**src/rtl/d_ff_guard_pkg.sv**
```systemverilog
// Shared types and constants for the guarded multi-channel register bank.
// Optional parity output is enabled by defining D_FF_GUARD_PARITY_EN.
package d_ff_guard_pkg;

  typedef enum logic [1:0] {
    DISARMED = 2'd0,
    SETTLE   = 2'd1,
    ARMED    = 2'd2
  } guard_state_t;

  localparam int REJ_CNT_W = 16;
  localparam logic [REJ_CNT_W-1:0] REJ_CNT_MAX = '1;

endpackage

```
**src/rtl/d_ff_guard_arm.sv**
```systemverilog
// Enable-key arming logic: samples en, flags key changes and only arms after the
// key has been stable for STABLE_CYC edges. Unaffected by D_FF_GUARD_PARITY_EN.
module d_ff_guard_arm
  import d_ff_guard_pkg::*;
#(
  parameter int              EN_W       = 5,
  parameter logic [EN_W-1:0] EN_KEY     = '1,
  parameter int              STABLE_CYC = 2
) (
  input  logic            clk,
  input  logic            reset,
  input  logic [EN_W-1:0] en,
  output logic            is_diff,
  output logic            armed,
  output logic            acc_ok
);

  localparam int CNT_W = $clog2(STABLE_CYC + 1);
  localparam logic [CNT_W-1:0] CNT_ONE  = CNT_W'(1);
  localparam logic [CNT_W-1:0] CNT_LAST = CNT_W'(STABLE_CYC - 1);

  logic [EN_W-1:0] en_q, en_d;
  logic            is_diff_q, is_diff_d;
  guard_state_t    state_q;
  logic [CNT_W-1:0] cnt_q;
  logic            key_match;

  assign key_match = (en == EN_KEY);

  always_comb begin
    en_d      = en;
    is_diff_d = (en != en_q);
  end

  always_ff @(posedge clk or posedge reset) begin
    if (reset) begin
      en_q      <= '0;
      is_diff_q <= 1'b0;
    end else begin
      en_q      <= en_d;
      is_diff_q <= is_diff_d;
    end
  end

  // Any edge with en off-key drops straight back to DISARMED and clears the count.
  always_ff @(posedge clk or posedge reset) begin
    if (reset) begin
      state_q <= DISARMED;
      cnt_q   <= '0;
    end else begin
      case (state_q)
        DISARMED: begin
          if (key_match) begin
            if (STABLE_CYC == 1) begin
              state_q <= ARMED;
            end else begin
              state_q <= SETTLE;
              cnt_q   <= CNT_ONE;
            end
          end else begin
            cnt_q <= '0;
          end
        end
        SETTLE: begin
          if (!key_match) begin
            state_q <= DISARMED;
            cnt_q   <= '0;
          end else if (cnt_q == CNT_LAST) begin
            state_q <= ARMED;
          end else begin
            cnt_q <= cnt_q + CNT_ONE;
          end
        end
        ARMED: begin
          if (!key_match) begin
            state_q <= DISARMED;
            cnt_q   <= '0;
          end
        end
        default: begin
          state_q <= DISARMED;
          cnt_q   <= '0;
        end
      endcase
    end
  end

  assign is_diff = is_diff_q;
  assign armed   = (state_q == ARMED);
  // Writes need the pre-edge ARMED state and the key still present on this edge.
  assign acc_ok  = (state_q == ARMED) && key_match;

endmodule

```
**src/rtl/d_ff_guard_bank.sv**
```systemverilog
// Multi-channel data register bank whose writes are gated by a stable enable key.
// Define D_FF_GUARD_PARITY_EN to add the per-channel q_par output.
module d_ff_guard_bank
  import d_ff_guard_pkg::*;
#(
  parameter int              DATA_W     = 1,
  parameter int              CH         = 4,
  parameter int              EN_W       = 5,
  parameter logic [EN_W-1:0] EN_KEY     = '1,
  parameter int              STABLE_CYC = 2
) (
  input  logic                 clk,
  input  logic                 reset,
  input  logic [CH*DATA_W-1:0] d,
  input  logic [CH-1:0]        ch_we,
  input  logic [EN_W-1:0]      en,
  output logic [CH*DATA_W-1:0] q,
  output logic                 is_diff,
  output logic                 armed,
  output logic [CH-1:0]        upd,
  output logic [REJ_CNT_W-1:0] rej_cnt
`ifdef D_FF_GUARD_PARITY_EN
  ,
  output logic [CH-1:0]        q_par
`endif
);

  localparam int POP_W = $clog2(CH + 1);
  localparam int SUM_W = REJ_CNT_W + 1;

  function automatic logic [REJ_CNT_W-1:0] sat_add(input logic [REJ_CNT_W-1:0] a,
                                                    input logic [POP_W-1:0]     b);
    logic [SUM_W-1:0] s;
    s = {1'b0, a} + SUM_W'(b);
    return s[REJ_CNT_W] ? REJ_CNT_MAX : s[REJ_CNT_W-1:0];
  endfunction

  logic                 acc_ok;
  logic [CH*DATA_W-1:0] q_q, q_d;
  logic [CH-1:0]        upd_q, upd_d;
  logic [REJ_CNT_W-1:0] rej_cnt_q, rej_cnt_d;
  logic [POP_W-1:0]     rej_pop;

  d_ff_guard_arm #(
    .EN_W       (EN_W),
    .EN_KEY     (EN_KEY),
    .STABLE_CYC (STABLE_CYC)
  ) u_arm (
    .clk     (clk),
    .reset   (reset),
    .en      (en),
    .is_diff (is_diff),
    .armed   (armed),
    .acc_ok  (acc_ok)
  );

  // Each channel is judged independently against the shared acceptance qualifier.
  always_comb begin
    q_d     = q_q;
    upd_d   = '0;
    rej_pop = '0;
    for (int i = 0; i < CH; i++) begin
      if (ch_we[i]) begin
        if (acc_ok) begin
          q_d[i*DATA_W +: DATA_W] = d[i*DATA_W +: DATA_W];
          upd_d[i]                = 1'b1;
        end else begin
          rej_pop = rej_pop + POP_W'(1);
        end
      end
    end
    rej_cnt_d = sat_add(rej_cnt_q, rej_pop);
  end

  always_ff @(posedge clk or posedge reset) begin
    if (reset) begin
      q_q       <= '0;
      upd_q     <= '0;
      rej_cnt_q <= '0;
    end else begin
      q_q       <= q_d;
      upd_q     <= upd_d;
      rej_cnt_q <= rej_cnt_d;
    end
  end

  assign q       = q_q;
  assign upd     = upd_q;
  assign rej_cnt = rej_cnt_q;

`ifdef D_FF_GUARD_PARITY_EN
  logic [CH-1:0] q_par_q, q_par_d;

  // Parity follows the next data value so it lands on the same edge as q.
  always_comb begin
    q_par_d = '0;
    for (int i = 0; i < CH; i++) begin
      q_par_d[i] = ^q_d[i*DATA_W +: DATA_W];
    end
  end

  always_ff @(posedge clk or posedge reset) begin
    if (reset) begin
      q_par_q <= '0;
    end else begin
      q_par_q <= q_par_d;
    end
  end

  assign q_par = q_par_q;
`endif

endmodule

```
**config.mk**
```make
export PLATFORM = sky130hd
export DESIGN_NAME = d_ff_guard_bank
export DESIGN_NICKNAME = d
export VERILOG_FILES = /design/src/rtl/d_ff_guard_pkg.sv /design/src/rtl/d_ff_guard_arm.sv /design/src/rtl/d_ff_guard_bank.sv
export SDC_FILE = /design/constraint.sdc
export NUM_CORES = 1
export LEC_CHECK = 0
export BUFFER_PORTS_ARGS = -buffer_cell sky130_fd_sc_hd__buf_2
export CAP_MARGIN = 0
export CORE_ASPECT_RATIO = 2
export CORE_MARGIN = 1
export CORE_UTILIZATION = 50
export DETAILED_ROUTE_END_ITERATION = 10
export PLACE_DENSITY = 0.73
export SLEW_MARGIN = 20
export SYNTH_ARGS = -nofsm -noshare
export SYNTH_HDL_FRONTEND = slang
export SYNTH_SLANG_ARGS = --single-unit
```
**constraint.sdc**
```tcl
create_clock -name clk -period 5.1 [get_ports clk]
set_input_delay 0.765 -clock clk [delete_from_list [all_inputs] [get_ports clk]]
set_output_delay 0.765 -clock clk [all_outputs]
set_load 0.02 [all_outputs]
```
## Yosys cells after proc, flatten, opt, wreduce, memory -nomap -nowiden

Cells that the tools add are included.

| word-level totals | value |
|---|---|
| logic and storage cells | 55 |
| output and inout bits | 26 |
| bits in writable memories | 0 |
| bits of input ports | 15 |
| memory bits (read-only) | 0 |
| memories kept | 0 |
| register bits after elaboration | 34 |
| latch bits | 0 |

| cells by class | value |
|---|---|
| multiplexer cells | 23 |
| equality and inequality tests | 9 |
| div/mod/pow operators | 0 |
| $lt $le $gt $ge | 0 |
| multipliers | 0 |
| $add $sub $neg | 5 |
| shift-type cells | 0 |
| bitwise logic cells | 0 |
| reduce and logical (&&, ||, !) cells | 8 |

Operators by type and width:

| kind | count |
|---|---|
| $mux 3 | 6 |
| $add 16x3->17 | 1 |
| $mux 16 | 1 |
| $mux 2 | 6 |
| $pmux 2 s3 | 2 |
| $reduce_and 2->1 | 5 |
| $add 3x1->3 const B | 3 |
| $mux 1 | 8 |
| $ne 3x3->1 const B | 2 |
| $eq 5x5->1 const B | 1 |
| $ne 5x5->1 | 1 |
| $eq 2x1->1 const B | 2 |
| $reduce_and 3->1 | 1 |
| $add 2x1->2 const B | 1 |
| $eq 2x2->1 const B | 1 |
| $logic_not 2->1 | 1 |
| $ne 2x1->1 const B | 1 |
| $ne 2x2->1 const B | 1 |
| $logic_and 1x1->1 | 1 |

## Longest topological paths before layout

| logic depth | value |
|---|---|
| word-level depth | 15 |
| gate-level depth with buffers | 18 |
| depth with buffers taken out | 16 |

## Modules after synthesis

Synthesis repeated with hierarchy kept, for this count alone.

| unflattened totals | value |
|---|---|
| cells, all modules | 162 |
| area, all modules | 1696.6 µm² |

By module, submodules not included:

| module | times used | cells each | area each (µm²) | seq. area each (µm²) |
|---|---|---|---|---|
| d_ff_guard_bank | 1 | 125 | 1268.7 | 600.6 |
| d_ff_guard_arm | 1 | 37 | 427.9 | 250.2 |

## Least setup slack after synthesis

No wires, ideal clock.

| timing | value |
|---|---|
| path type | input to register |
| start point | input port en[0] |
| end point | register rej_cnt_q[13], in the netlist rej_cnt[13] |
| slack | 1.154 ns |
| path buffers | 2 |
| data required time | 5.031 ns |
| library setup time | 0.069 ns |
| stages on the path | 17 |
| arrival | 3.877 ns |
| path through | and3_1 > and4_1 > buf_2 > nor2_1 > ha_1 > nand2_1 > o21ai_0 > nor2b_1 > ha_1 > mux2i_1 > or2_2 > fa_1 > nand2b_2 > a2111oi_4 > nand2_2 > buf_6 > nand3_1 |

| between the ends | value |
|---|---|
| word-level cells in the longest chain between the ends | 15 |

RTL lines:

| element | RTL line | RTL |
|---|---|---|
| from (decl) | d_ff_guard_bank.sv:16 | `input logic [EN_W-1:0] en,` |
| $eq 5x5->1 * | d_ff_guard_arm.sv:28 | `assign key_match = (en == EN_KEY);` |
| $logic_and 1x1->1 * | d_ff_guard_arm.sv:91 | `assign acc_ok = (state_q == ARMED) && key_match;` |
| $mux 1 | d_ff_guard_bank.sv:64 | `if (acc_ok) begin` |
| $mux 1 | d_ff_guard_bank.sv:63 | `if (ch_we[i]) begin` |
| $add 3x1->3 | d_ff_guard_bank.sv:68 | `rej_pop = rej_pop + POP_W'(1);` |
| $mux 3 | d_ff_guard_bank.sv:64 |  |
| $mux 3 | d_ff_guard_bank.sv:63 |  |
| $add 3x1->3 | d_ff_guard_bank.sv:68 |  |
| $mux 3 | d_ff_guard_bank.sv:64 |  |
| $mux 3 | d_ff_guard_bank.sv:63 |  |
| $add 3x1->3 | d_ff_guard_bank.sv:68 |  |
| $mux 3 | d_ff_guard_bank.sv:64 |  |
| $mux 3 * | d_ff_guard_bank.sv:63 |  |
| $add 16x3->17 * | d_ff_guard_bank.sv:34 | `s = {1'b0, a} + SUM_W'(b);` |
| $mux 16 * | d_ff_guard_bank.sv:35 | `return s[REJ_CNT_W] ? REJ_CNT_MAX : s[REJ_CNT_W-1:0];` |
| named net rej_cnt_d[13] | d_ff_guard_bank.sv:41 | `logic [REJ_CNT_W-1:0] rej_cnt_q, rej_cnt_d;` |
| to (signal assigned) | d_ff_guard_bank.sv:83 | `rej_cnt_q <= rej_cnt_d;` |
| to (decl) | d_ff_guard_bank.sv:41 |  |

Mark *: on every way through the listed nets, which the timed path passes. The rest lies on a longest branch.
A chain may end at the register's enable or synchronous reset.

## Worst setup path in the final report

| timing | value |
|---|---|
| start point | input port en[0] |
| end point | register rej_cnt_q[0], in the netlist rej_cnt[0] |

The elaborated chain is that of the path after synthesis.

==> results.sh <==
export IMPL_antennaDiodeCount=0
export IMPL_synth_distinct_cells=41
export IMPL_vias_per_cell=5.607
export IMPL_wl_um=3425
export IMPL_drcViolationCount=0
export IMPL_status="finished clean"
export IMPL_synthFlopType="dfrtp_1"
export IMPL_areaGrowthSynthToFinish_pct=19.99
export IMPL_r2r_end="rej_cnt[0]"
export IMPL_synth_edf_count=0
export IMPL_path_common_cell="ha_1"
export IMPL_cp_top_family="simple AND/OR/NAND/NOR gates"
export IMPL_rrSetupSlack_ns=1.09
export IMPL_layout_commonest_cell="buf_2"
export IMPL_hold_start="u_arm.state_q[1]"
export IMPL_max_stage_delay_ns=0.46
export IMPL_grtUsageTotal=0.2196
export IMPL_first_pass_iters=5
export IMPL_skew_ns=0.003400
export IMPL_startpoint_type="input port"
export IMPL_power_density_nw_per_um2=424.7
export IMPL_synth_area_um2=1697
export IMPL_async_reset_ff_frac=1.000
export IMPL_cp_num_buf_inv=1
export IMPL_rsz0062_at_grt="no"
export IMPL_drive_gt1_frac=0.3054
export IMPL_max_freq_mhz=239.3
export IMPL_hp_class="reg2reg"
export IMPL_antenna_left=0
export IMPL_hold_violations=0
export IMPL_grt_ovfl_total=0
export IMPL_setup_viol=0
export IMPL_synth_cells=156
export IMPL_root_buffer="clkbuf_8"
export IMPL_core_um2=3193
export IMPL_finalCritPeriodShare=0.8195
export IMPL_max_vdd_ir_drop_mv=0.2262
export IMPL_cp_slowest_cell="a2111oi_4"
export IMPL_io_buffers=40
export IMPL_postCtsSetupRepairBufs=0
export IMPL_drt_iter0_drc=19
export IMPL_tns_ns=0
export IMPL_die_area_um2=3644
export IMPL_synth_warnings=0
export IMPL_place_congestion=0.8796
export IMPL_antenna_found_initial=0
export IMPL_rr_startpoint="u_arm.state_q[0]"
export IMPL_fin_area_um2=2036
export IMPL_fin_crit_ns=4.179
export IMPL_nets=224
export IMPL_arrival_ns=4.40
export IMPL_setup_worst_path_end="rej_cnt[0]"
export IMPL_path_cells="buf_2 > and3_1 > and4_1 > nor2_1 > ha_1 > nand2_1 > o21ai_0 > nor2b_1 > ha_1 > mux2i_1 > or2_2 > fa_1 > nand2b_2 > a2111oi_4 > nand2_2 > or2b_1"
export IMPL_worstMarginPinSlew_ns=0.4648
export IMPL_h_tree_depth=2
export IMPL_die_y_um=84.38
export IMPL_synth_avg_cell_area_um2=10.88
export IMPL_worst_r2r_path_depth=15
export IMPL_dp_hpwl_um=2605
export IMPL_hold_buffers=0
export IMPL_clk_insertion_delay_late_ns=0.29
export IMPL_endpoint_kind="register"
export IMPL_synth_ff_latch_count=34
export IMPL_grt_max_degree=35
export IMPL_die_x_um=43.19
export IMPL_final_cell_mix="buf_2 (40), dfrtp_1 (34), nand2_1 (21), xnor2_1 (10)"
export IMPL_cap_violations=0
export IMPL_crit_start="en[0]"
export IMPL_setup_worst_path_class="in2reg"
export IMPL_slew_limit_headroom=0.6901
export IMPL_p_leak_nw=1.037
export IMPL_syn_num_nets=178
export IMPL_cp_max_fo=13
export IMPL_clockBufferDepth=2
export IMPL_grt_pass1_wl_um=6023
export IMPL_cts_buffers=5
export IMPL_cts_sinks=34
export IMPL_slew_violations=0
export IMPL_ios=41
export IMPL_start_util=0.5313
export IMPL_wl_per_cell_um=14.64
export IMPL_place_area_um2=1927
export IMPL_path_depth=16
export IMPL_ys_seq_area_frac=0.5015
export IMPL_core_rowCount=29
export IMPL_cts_resized=0
export IMPL_grt_pass1_vias=1380
export IMPL_cts_tree="yes"
export IMPL_num_vias=1312
export IMPL_required_ns=5.32
export IMPL_path_clk_slew_ns=0.07
worst min-delay path by stage:
| stage | endpoint | slack, ns | depth (start not counted) |
|---|---|---|---|
| 3_3_place_gp | u_arm.cnt_q[1] | 0.48 | 1 |
| 4_1_cts | u_arm.state_q[0] | 0.49 | 1 |
| 2_1_floorplan | u_arm.state_q[0] | 0.45 | 1 |
| 6_report | u_arm.state_q[0] | 0.49 | 1 |
| 3_5_place_dp | u_arm.state_q[0] | 0.48 | 1 |
| 5_1_grt | u_arm.cnt_q[1] | 0.52 | 1 |
logic make-up (layout without fill, tap and decap cells):
logic type / Yosys count / count (layout) / share of synthesized area
buf+inv: 10 / 57 / 0.02728
compound gates: 25 / 25 / 0.1114
xor+xnor: 17 / 17 / 0.08776
mux: 5 / 5 / 0.03245
fa+ha+maj: 7 / 7 / 0.05605
flops: 34 / 34 / 0.5015
simple gates: 58 / 58 / 0.1837
per-layer routing:
| metal | share of wire | GRT usage |
|---|---|---|
| met1 | 0.36 | 0.2183 |
| met2 | 0.55 | 0.3921 |
| met3 | 0.039 | 0.04946 |
| met4 | 0.044 | 0.1295 |
| met5 | 0 | 0 |
Yosys cell counts, types with 2 or more instances:
| cell type | number | area [um2] |
|---|---|---|
| nor2b_1 | 3 | 18.77 |
| nand3_1 | 6 | 30.03 |
| a211oi_1 | 3 | 22.52 |
| dfrtp_1 | 34 | 850.8 |
| ha_1 | 6 | 75.07 |
| o21ai_0 | 6 | 30.03 |
| xor2_1 | 7 | 61.31 |
| xnor2_1 | 10 | 87.58 |
| mux2_2 | 4 | 45.04 |
| and2_1 | 4 | 25.02 |
| and4_1 | 2 | 17.52 |
| a41oi_1 | 2 | 17.52 |
| inv_1 | 8 | 30.03 |
| a21oi_1 | 6 | 30.03 |
| nor3_1 | 2 | 10.01 |
| nor2_1 | 8 | 30.03 |
| nand2_1 | 21 | 78.83 |
cell type report:
type                       instances  area (um2)
sequential                        34       850.8
tap                               31       38.79
fill                             284        1157
inverter                           8       30.03
timing repair buffer              41       207.7
clock buffer                       5       68.82
multi-input combinational        112       799.5
clock inverter                     3       40.04
through the flow:
| stage | util | hold slack, ns | power, mW | instances | setup WS (ns) |
|---|---|---|---|---|---|
| 2_1_floorplan | - | 0.4451 | 0.5424 | 156 | 1.154 |
| 3_3_place_gp | 0.6034 | 0.4806 | 0.6230 | 226 | 0.7751 |
| 3_5_place_dp | 0.6034 | 0.4834 | 0.6276 | 226 | 0.6201 |
| 4_1_cts | 0.6375 | 0.4928 | 0.8724 | 234 | 0.9150 |
| 5_1_grt | 0.6375 | 0.5163 | 0.9199 | 234 | 0.6066 |
| 6_report | 0.6375 | 0.4861 | 0.8645 | 234 | 0.9205 |
where the power goes:
group / internal [mW] / switching, mW
clock network: 0.144 / 0.0988
logic: 0.101 / 0.159
registers: 0.310 / 0.0518
flip-flops by register name (all words and copies together), names as in the netlist:
| signal | flops |
|---|---|
| u_arm.is_diff | 1 |
| u_arm.cnt_q | 2 |
| rej_cnt | 16 |
| upd | 4 |
| u_arm.state_q | 2 |
| q | 4 |
| u_arm.en_q | 5 |
worst register-to-register path: cells and delay by family, from the launching register on:
kind / cells / cell delay [ns]
simple gates: 9 / 1.90
fa+ha+maj: 3 / 0.99
compound gates: 2 / 0.55
flops: 1 / 0.42
mux: 1 / 0.07
Power figures use the tool's default switching activity.
